$ cat config.mk
export PLATFORM = sky130hd
export DESIGN_NAME = mem_bus_arbiter_flat
export DESIGN_NICKNAME = d
export VERILOG_FILES = /design/src/rtl/mem_bus_arbiter_pkg.sv /design/src/rtl/mem_bus_arbiter_if.sv /design/src/rtl/mem_bus_arbiter_watchdog.sv /design/src/rtl/mem_bus_arbiter.sv /design/src/flat_wrapper.sv
export SDC_FILE = /design/constraint.sdc
export NUM_CORES = 1
export LEC_CHECK = 0
export CAP_MARGIN = 10
export CORE_AREA = 2 2 136 138
export CTS_CLUSTER_SIZE = 16
export DETAILED_ROUTE_END_ITERATION = 12
export DIE_AREA = 0 0 138 140
export GPL_TIMING_DRIVEN = 0
export PLACE_DENSITY = 0.6
export SETUP_SLACK_MARGIN = 0.4
export SYNTH_ARGS = -nofsm -noshare
export SYNTH_HDL_FRONTEND = slang
export SYNTH_SLANG_ARGS = --single-unit
$ cat constraint.sdc
create_clock -name clk -period 4.1 [get_ports clk]
set_input_delay 0.41 -clock clk [delete_from_list [all_inputs] [get_ports clk]]
set_output_delay 0.41 -clock clk [all_outputs]
set_load 0.01 [all_outputs]
$ cat src/rtl/mem_bus_arbiter_pkg.sv
// Shared types and constants for the two-master memory bus arbiter.
package mem_bus_arbiter_pkg;

    typedef enum logic [1:0] {
        IDLE,
        GNT0,
        GNT1,
        GAP
    } state_t;

    localparam logic [31:0] ERR_DATA_DEFAULT = 32'hDEAD_BEEF;

    localparam logic [1:0] GRANT_NONE = 2'b00;
    localparam logic [1:0] GRANT_M0   = 2'b01;
    localparam logic [1:0] GRANT_M1   = 2'b10;

endpackage

$ cat src/rtl/mem_bus_arbiter_if.sv
// PicoRV32 native memory bus: valid/ready handshake plus request fields.
interface mem_bus_arbiter_if;
    logic        valid;
    logic        instr;
    logic [31:0] addr;
    logic [31:0] wdata;
    logic [3:0]  wstrb;
    logic        ready;
    logic [31:0] rdata;

    modport master (
        output valid, instr, addr, wdata, wstrb,
        input  ready, rdata
    );

    modport slave (
        input  valid, instr, addr, wdata, wstrb,
        output ready, rdata
    );
endinterface

$ cat src/rtl/mem_bus_arbiter_watchdog.sv
// Slave-response watchdog: counts unanswered grant cycles, flags expiry,
// and captures the address of the first timed-out transfer.
module bus_watchdog #(
    parameter int unsigned TIMEOUT_CYCLES = 255
) (
    input  logic        clk,
    input  logic        reset,
    input  logic        active,
    input  logic        s_ready,
    input  logic [31:0] addr,
    input  logic        err_clr,
    output logic        expire,
    output logic        bus_err,
    output logic [31:0] err_addr
);
    localparam int CW = $clog2(TIMEOUT_CYCLES + 1);
    localparam logic [CW-1:0] LIMIT = CW'(TIMEOUT_CYCLES - 1);

    logic [CW-1:0] cnt;

    assign expire = active & ~s_ready & (cnt == LIMIT);

    always_ff @(posedge clk or posedge reset) begin
        if (reset) begin
            cnt      <= '0;
            bus_err  <= 1'b0;
            err_addr <= '0;
        end else begin
            // idle keeps the count at zero so every grant starts fresh
            if (!active)
                cnt <= '0;
            else if (!s_ready && !expire)
                cnt <= cnt + CW'(1);
            if (err_clr) begin
                bus_err  <= 1'b0;
                err_addr <= '0;
            end else if (expire && !bus_err) begin
                bus_err  <= 1'b1;
                err_addr <= addr;
            end
        end
    end
endmodule

$ cat src/rtl/mem_bus_arbiter.sv
// Two-master round-robin arbiter for the PicoRV32 native bus.
// Optional watchdog enabled by MEM_BUS_ARBITER_TIMEOUT_EN.
module mem_bus_arbiter
    import mem_bus_arbiter_pkg::*;
#(
    parameter int unsigned TIMEOUT_CYCLES = 255,
    parameter logic [31:0] ERR_DATA       = ERR_DATA_DEFAULT
) (
    input  logic              clk,
    input  logic              reset,
    mem_bus_arbiter_if.slave  m0,
    mem_bus_arbiter_if.slave  m1,
    mem_bus_arbiter_if.master s,
    output logic [1:0]        grant,
    output logic              bus_err,
    output logic [31:0]       err_addr,
    input  logic              err_clr
);
    state_t state;
    logic   last_grant;
    logic   s_valid_q;
    logic   expire;
    logic   done;

`ifdef MEM_BUS_ARBITER_TIMEOUT_EN
    logic active;
    assign active = (state == GNT0) || (state == GNT1);

    bus_watchdog #(
        .TIMEOUT_CYCLES(TIMEOUT_CYCLES)
    ) u_watchdog (
        .clk     (clk),
        .reset   (reset),
        .active  (active),
        .s_ready (s.ready),
        .addr    (s.addr),
        .err_clr (err_clr),
        .expire  (expire),
        .bus_err (bus_err),
        .err_addr(err_addr)
    );
`else
    logic unused_err_clr;
    logic [$clog2(TIMEOUT_CYCLES + 1)-1:0] unused_tmo;
    assign unused_err_clr = err_clr;
    assign unused_tmo     = '0;
    assign expire         = 1'b0;
    assign bus_err        = 1'b0;
    assign err_addr       = '0;
`endif

    assign done = s.ready | expire;

    always_ff @(posedge clk or posedge reset) begin
        if (reset) begin
            state      <= IDLE;
            grant      <= GRANT_NONE;
            last_grant <= 1'b1;
            s_valid_q  <= 1'b0;
        end else begin
            case (state)
                IDLE: begin
                    // tie goes to whoever was not served last
                    if (m0.valid && (!m1.valid || last_grant)) begin
                        state      <= GNT0;
                        grant      <= GRANT_M0;
                        last_grant <= 1'b0;
                        s_valid_q  <= 1'b1;
                    end else if (m1.valid) begin
                        state      <= GNT1;
                        grant      <= GRANT_M1;
                        last_grant <= 1'b1;
                        s_valid_q  <= 1'b1;
                    end
                end
                GNT0, GNT1: begin
                    if (done) begin
                        state     <= GAP;
                        grant     <= GRANT_NONE;
                        s_valid_q <= 1'b0;
                    end
                end
                GAP:     state <= IDLE;
                default: state <= IDLE;
            endcase
        end
    end

    assign s.valid = s_valid_q & ~expire;

    always_comb begin
        s.instr = m0.instr;
        s.addr  = m0.addr;
        s.wdata = m0.wdata;
        s.wstrb = m0.wstrb;
        if (grant[1]) begin
            s.instr = m1.instr;
            s.addr  = m1.addr;
            s.wdata = m1.wdata;
            s.wstrb = m1.wstrb;
        end
    end

    always_comb begin
        m0.ready = grant[0] & done;
        m1.ready = grant[1] & done;
        m0.rdata = '0;
        m1.rdata = '0;
        if (grant[0])
            m0.rdata = expire ? ERR_DATA : s.rdata;
        if (grant[1])
            m1.rdata = expire ? ERR_DATA : s.rdata;
    end
endmodule

$ cat src/flat_wrapper.sv
// flat-port wrapper written by rule: the top's interface ports become plain ports
module mem_bus_arbiter_flat import mem_bus_arbiter_pkg::*;
#(
    parameter int unsigned TIMEOUT_CYCLES = 255,
    parameter logic [31:0] ERR_DATA       = ERR_DATA_DEFAULT
)
  (clk, reset, grant, bus_err, err_addr, err_clr, m0_valid, m0_instr, m0_addr, m0_wdata, m0_wstrb, m0_ready, m0_rdata, m1_valid, m1_instr, m1_addr, m1_wdata, m1_wstrb, m1_ready, m1_rdata, s_valid, s_instr, s_addr, s_wdata, s_wstrb, s_ready, s_rdata);
  mem_bus_arbiter_if m0_i ();
  mem_bus_arbiter_if m1_i ();
  mem_bus_arbiter_if s_i ();
  input  logic clk;
  input  logic reset;
  output logic [1:0] grant;
  output logic bus_err;
  output logic [31:0] err_addr;
  input  logic err_clr;
  input wire logic [$bits(m0_i.valid)-1:0] m0_valid;
  input wire logic [$bits(m0_i.instr)-1:0] m0_instr;
  input wire logic [$bits(m0_i.addr)-1:0] m0_addr;
  input wire logic [$bits(m0_i.wdata)-1:0] m0_wdata;
  input wire logic [$bits(m0_i.wstrb)-1:0] m0_wstrb;
  output wire logic [$bits(m0_i.ready)-1:0] m0_ready;
  output wire logic [$bits(m0_i.rdata)-1:0] m0_rdata;
  input wire logic [$bits(m1_i.valid)-1:0] m1_valid;
  input wire logic [$bits(m1_i.instr)-1:0] m1_instr;
  input wire logic [$bits(m1_i.addr)-1:0] m1_addr;
  input wire logic [$bits(m1_i.wdata)-1:0] m1_wdata;
  input wire logic [$bits(m1_i.wstrb)-1:0] m1_wstrb;
  output wire logic [$bits(m1_i.ready)-1:0] m1_ready;
  output wire logic [$bits(m1_i.rdata)-1:0] m1_rdata;
  output wire logic [$bits(s_i.valid)-1:0] s_valid;
  output wire logic [$bits(s_i.instr)-1:0] s_instr;
  output wire logic [$bits(s_i.addr)-1:0] s_addr;
  output wire logic [$bits(s_i.wdata)-1:0] s_wdata;
  output wire logic [$bits(s_i.wstrb)-1:0] s_wstrb;
  input wire logic [$bits(s_i.ready)-1:0] s_ready;
  input wire logic [$bits(s_i.rdata)-1:0] s_rdata;
  assign m0_i.valid = m0_valid;
  assign m0_i.instr = m0_instr;
  assign m0_i.addr = m0_addr;
  assign m0_i.wdata = m0_wdata;
  assign m0_i.wstrb = m0_wstrb;
  assign m0_ready = m0_i.ready;
  assign m0_rdata = m0_i.rdata;
  assign m1_i.valid = m1_valid;
  assign m1_i.instr = m1_instr;
  assign m1_i.addr = m1_addr;
  assign m1_i.wdata = m1_wdata;
  assign m1_i.wstrb = m1_wstrb;
  assign m1_ready = m1_i.ready;
  assign m1_rdata = m1_i.rdata;
  assign s_valid = s_i.valid;
  assign s_instr = s_i.instr;
  assign s_addr = s_i.addr;
  assign s_wdata = s_i.wdata;
  assign s_wstrb = s_i.wstrb;
  assign s_i.ready = s_ready;
  assign s_i.rdata = s_rdata;
  mem_bus_arbiter #(.TIMEOUT_CYCLES(TIMEOUT_CYCLES), .ERR_DATA(ERR_DATA)) u_core (.clk(clk), .reset(reset), .m0(m0_i), .m1(m1_i), .s(s_i), .grant(grant), .bus_err(bus_err), .err_addr(err_addr), .err_clr(err_clr));
endmodule
==> impl_metrics.env <==
export IMPL_grt_usage=0.112
export IMPL_reg2reg_to="u_core.s.valid"
export IMPL_final_core_util=0.309
export IMPL_hold_viol_final=0
export IMPL_drive_above_1_share=0.213
export IMPL_synthArstFlopShare=1.00
export IMPL_fin_skew_ns=0.000643
export IMPL_die_h_um=140
export IMPL_crit_required_ns=3.69
export IMPL_cpPeakStageDelay_ns=0.56
export IMPL_fp_row_count=49
export IMPL_syn_inst=215
export IMPL_power_mw=2.19
export IMPL_postRouteAntennaNets=0
export IMPL_ys_warn_count=0
export IMPL_detail_route_wl_per_cell_um=14.6
export IMPL_cts_tree="yes"
export IMPL_crit_path_max_fanout=10
export IMPL_endpoint_kind="output pin"
export IMPL_swShare=0.376
export IMPL_layout_common_cells="clkdlybuf4s50_1 (312), mux2_2 (69), and2_1 (66), buf_4 (38), conb_1 (33)"
export IMPL_cts_hold_buffers=0
export IMPL_relSlewSlack=0.633
export IMPL_dp_hpwl_um=10300
export IMPL_p_int_mw=1.37
export IMPL_h_tree_depth=1
export IMPL_power_frac_seq=0.057
export IMPL_cts_made_buffers=3
export IMPL_synth_top_area_frac=0.412
export IMPL_drcViolationCount=0
export IMPL_synthDistinctLibCells=23
export IMPL_drt_first_pass_iters=4
export IMPL_cts_reportedPaths_clkPinSlew_ns=0.03
export IMPL_p_leak_nw=2.20
export IMPL_hold_class="in2async"
export IMPL_drt_iter0_markers=24
export IMPL_drv_slew=0
export IMPL_r2r_start="u_core.state[0]"
export IMPL_ys_ff_latch=6
export IMPL_post_route_period_util=0.645
export IMPL_tns_ns=0
export IMPL_io_buffer_count=312
export IMPL_wirelength_um=11600
export IMPL_cts_setup_buffers=0
export IMPL_gp_congestion=0.734
export IMPL_clk_latency_ns=0.23
export IMPL_overflow=0
export IMPL_setup_violations=0
export IMPL_die_x_um=138
export IMPL_power_per_cell_area_nw_per_um2=399
export IMPL_die_area_um2=19300
export IMPL_post_route_min_period_ns=2.64
export IMPL_grt_pass1_wl_um=17000
export IMPL_power_frac_clock=0.076
export IMPL_r2r_slack_ns=2.46
export IMPL_clockBufferDepth=2
export IMPL_core_region_area_um2=17800
export IMPL_rr_worst_depth=5
export IMPL_yosysTopAreaCell="mux2_2"
export IMPL_ios=347
export IMPL_final_common_cell="clkdlybuf4s50_1"
export IMPL_pwr_share_comb=0.867
export IMPL_max_slew_worst_pin_slew_ns=0.550
export IMPL_crit_buf_inv=3
export IMPL_cp_top_family="buffers and inverters"
export IMPL_drv_cap=0
export IMPL_synth_main_ff_cell="dfrtp_1"
export IMPL_critPathSlowestCell="clkdlybuf4s50_1"
export IMPL_crit_path_start_kind="flip-flop"
export IMPL_synth_area_um2=1890
export IMPL_vias_per_cell=3.46
export IMPL_grt_max_degree=11
export IMPL_syn_area_per_cell_um2=8.78
export IMPL_rsz0062_at_grt="no"
export IMPL_synthTopCellsByArea="mux2_2 (41%), and2_1 (22%), buf_4 (15%), dfrtp_1 (6.6%), mux2_4 (2.4%)"
export IMPL_final_design_area_no_fill_um2=5500
export IMPL_crit_type="reg2out"
export IMPL_ir_worst_vdd_mv=0.200
export IMPL_antenna_found_initial=0
export IMPL_path_cells="buf_4 > clkbuf_1 > and2_1 > clkdlybuf4s50_1"
export IMPL_arrival_ns=2.23
export IMPL_placed_area_um2=5420
export IMPL_num_nets_final=743
export IMPL_place_inst=788
export IMPL_stdcell_count=792
export IMPL_start_util=0.106
export IMPL_yosysSeqAreaShare=0.0802
export IMPL_grt_pass1_vias=2958
export IMPL_outcome="finished, final reports clean"
export IMPL_via_count=2744
export IMPL_synth_edf_count=0
export IMPL_antennaDiodeCount=0
export IMPL_clkSinkCount=6
export IMPL_syn_to_final_growth_pct=191
export IMPL_ctsResizeCount=0
export IMPL_max_freq_mhz=378
export IMPL_power_switching_mw=0.823
export IMPL_cts_root_buf="clkbuf_16"
[state kept, by name (all words and copies together) (netlist names)]
register,flops
u_core.state,2
u_core.last_grant,1
u_core.s.valid,1
u_core.grant,2
[worst reg2reg max path, cell delays in order (launching register included)]
cell and delay [ns]:
dfrtp_1 0.36, inv_1 0.07, ha_1 0.33, and2b_1 0.22, nor3_4 0.22, mux2_4 0.32
[power groups by stage]
| stage | clock network, mW | registers, mW | logic (mW) |
|---|---|---|---|
| 2_1_floorplan | 0 | 0.120 | 0.909 |
| 3_3_place_gp | 0 | 0.128 | 1.94 |
| 3_5_place_dp | 0 | 0.129 | 1.92 |
| 4_1_cts | 0.170 | 0.130 | 1.94 |
| 5_1_grt | 0.174 | 0.134 | 2.04 |
| 6_report | 0.166 | 0.126 | 1.90 |
[worst max-delay path by stage]
stage                     slack [ns]              end  cells after the start             from
final                           1.46     m1_rdata[28]                      4  u_core.grant[1]
after detailed placement        1.60     m1_rdata[28]                      4  u_core.grant[1]
after global placement          1.59     m1_rdata[28]                      4  u_core.grant[1]
after global routing            1.27     m1_rdata[28]                      4  u_core.grant[1]
after CTS                       1.32     m1_rdata[28]                      4  u_core.grant[1]
after floorplan                 2.55  u_core.grant[1]                      5  u_core.state[0]
[synthesized netlist by cell type (2+ instances only)]
| cell | number |
|---|---|
| and2_1 | 66 |
| ha_1 | 3 |
| inv_1 | 5 |
| mux2_2 | 69 |
| mux2_4 | 3 |
| o22ai_1 | 2 |
| a21oi_1 | 2 |
| mux2i_1 | 2 |
| dfrtp_1 | 5 |
| buf_4 | 38 |
| clkbuf_1 | 6 |
| buf_2 | 3 |
[stage by stage]
stage	worst slack [ns]	hold slack, ns
global route	1.27	0.448
global placement	1.59	0.499
floorplan	2.55	0.200
finish	1.46	0.410
detailed placement	1.60	0.496
CTS	1.32	0.421
[layer usage]
metal | wire (µm) | share of wire | up-vias | track usage
met5 | 0 | 0 | - | 0
met4 | 65 | 0.0056 | 0 | 0.0145
met3 | 1100 | 0.095 | 6 | 0.0335
met2 | 5910 | 0.51 | 203 | 0.212
met1 | 4510 | 0.39 | 1189 | 0.126
li1 | - | - | 1346 | -
[final cells by class]
cell class	count	area (µm²)
Tap cell	229	287
Multi-Input combinational cell	189	1520
Buffer	47	323
Timing Repair Buffer	312	3120
Sequential cell	6	151
Clock buffer	4	78.8
Fill cell	1918	12300
Inverter	5	18.8
[cell families (layout without fill, tap and decap cells)]
group	count (synthesis)	after routing	synth area share
DFF	6	6	0.0802
AOI/OAI and AO/OA	5	5	0.0152
muxes	74	74	0.446
other	1	33	0.00199
adders and majority gates	3	3	0.0199
buffers and inverters	52	368	0.181
and+or+nand+nor	74	74	0.256
No activity file was read; power rests on OpenSTA's default activity.
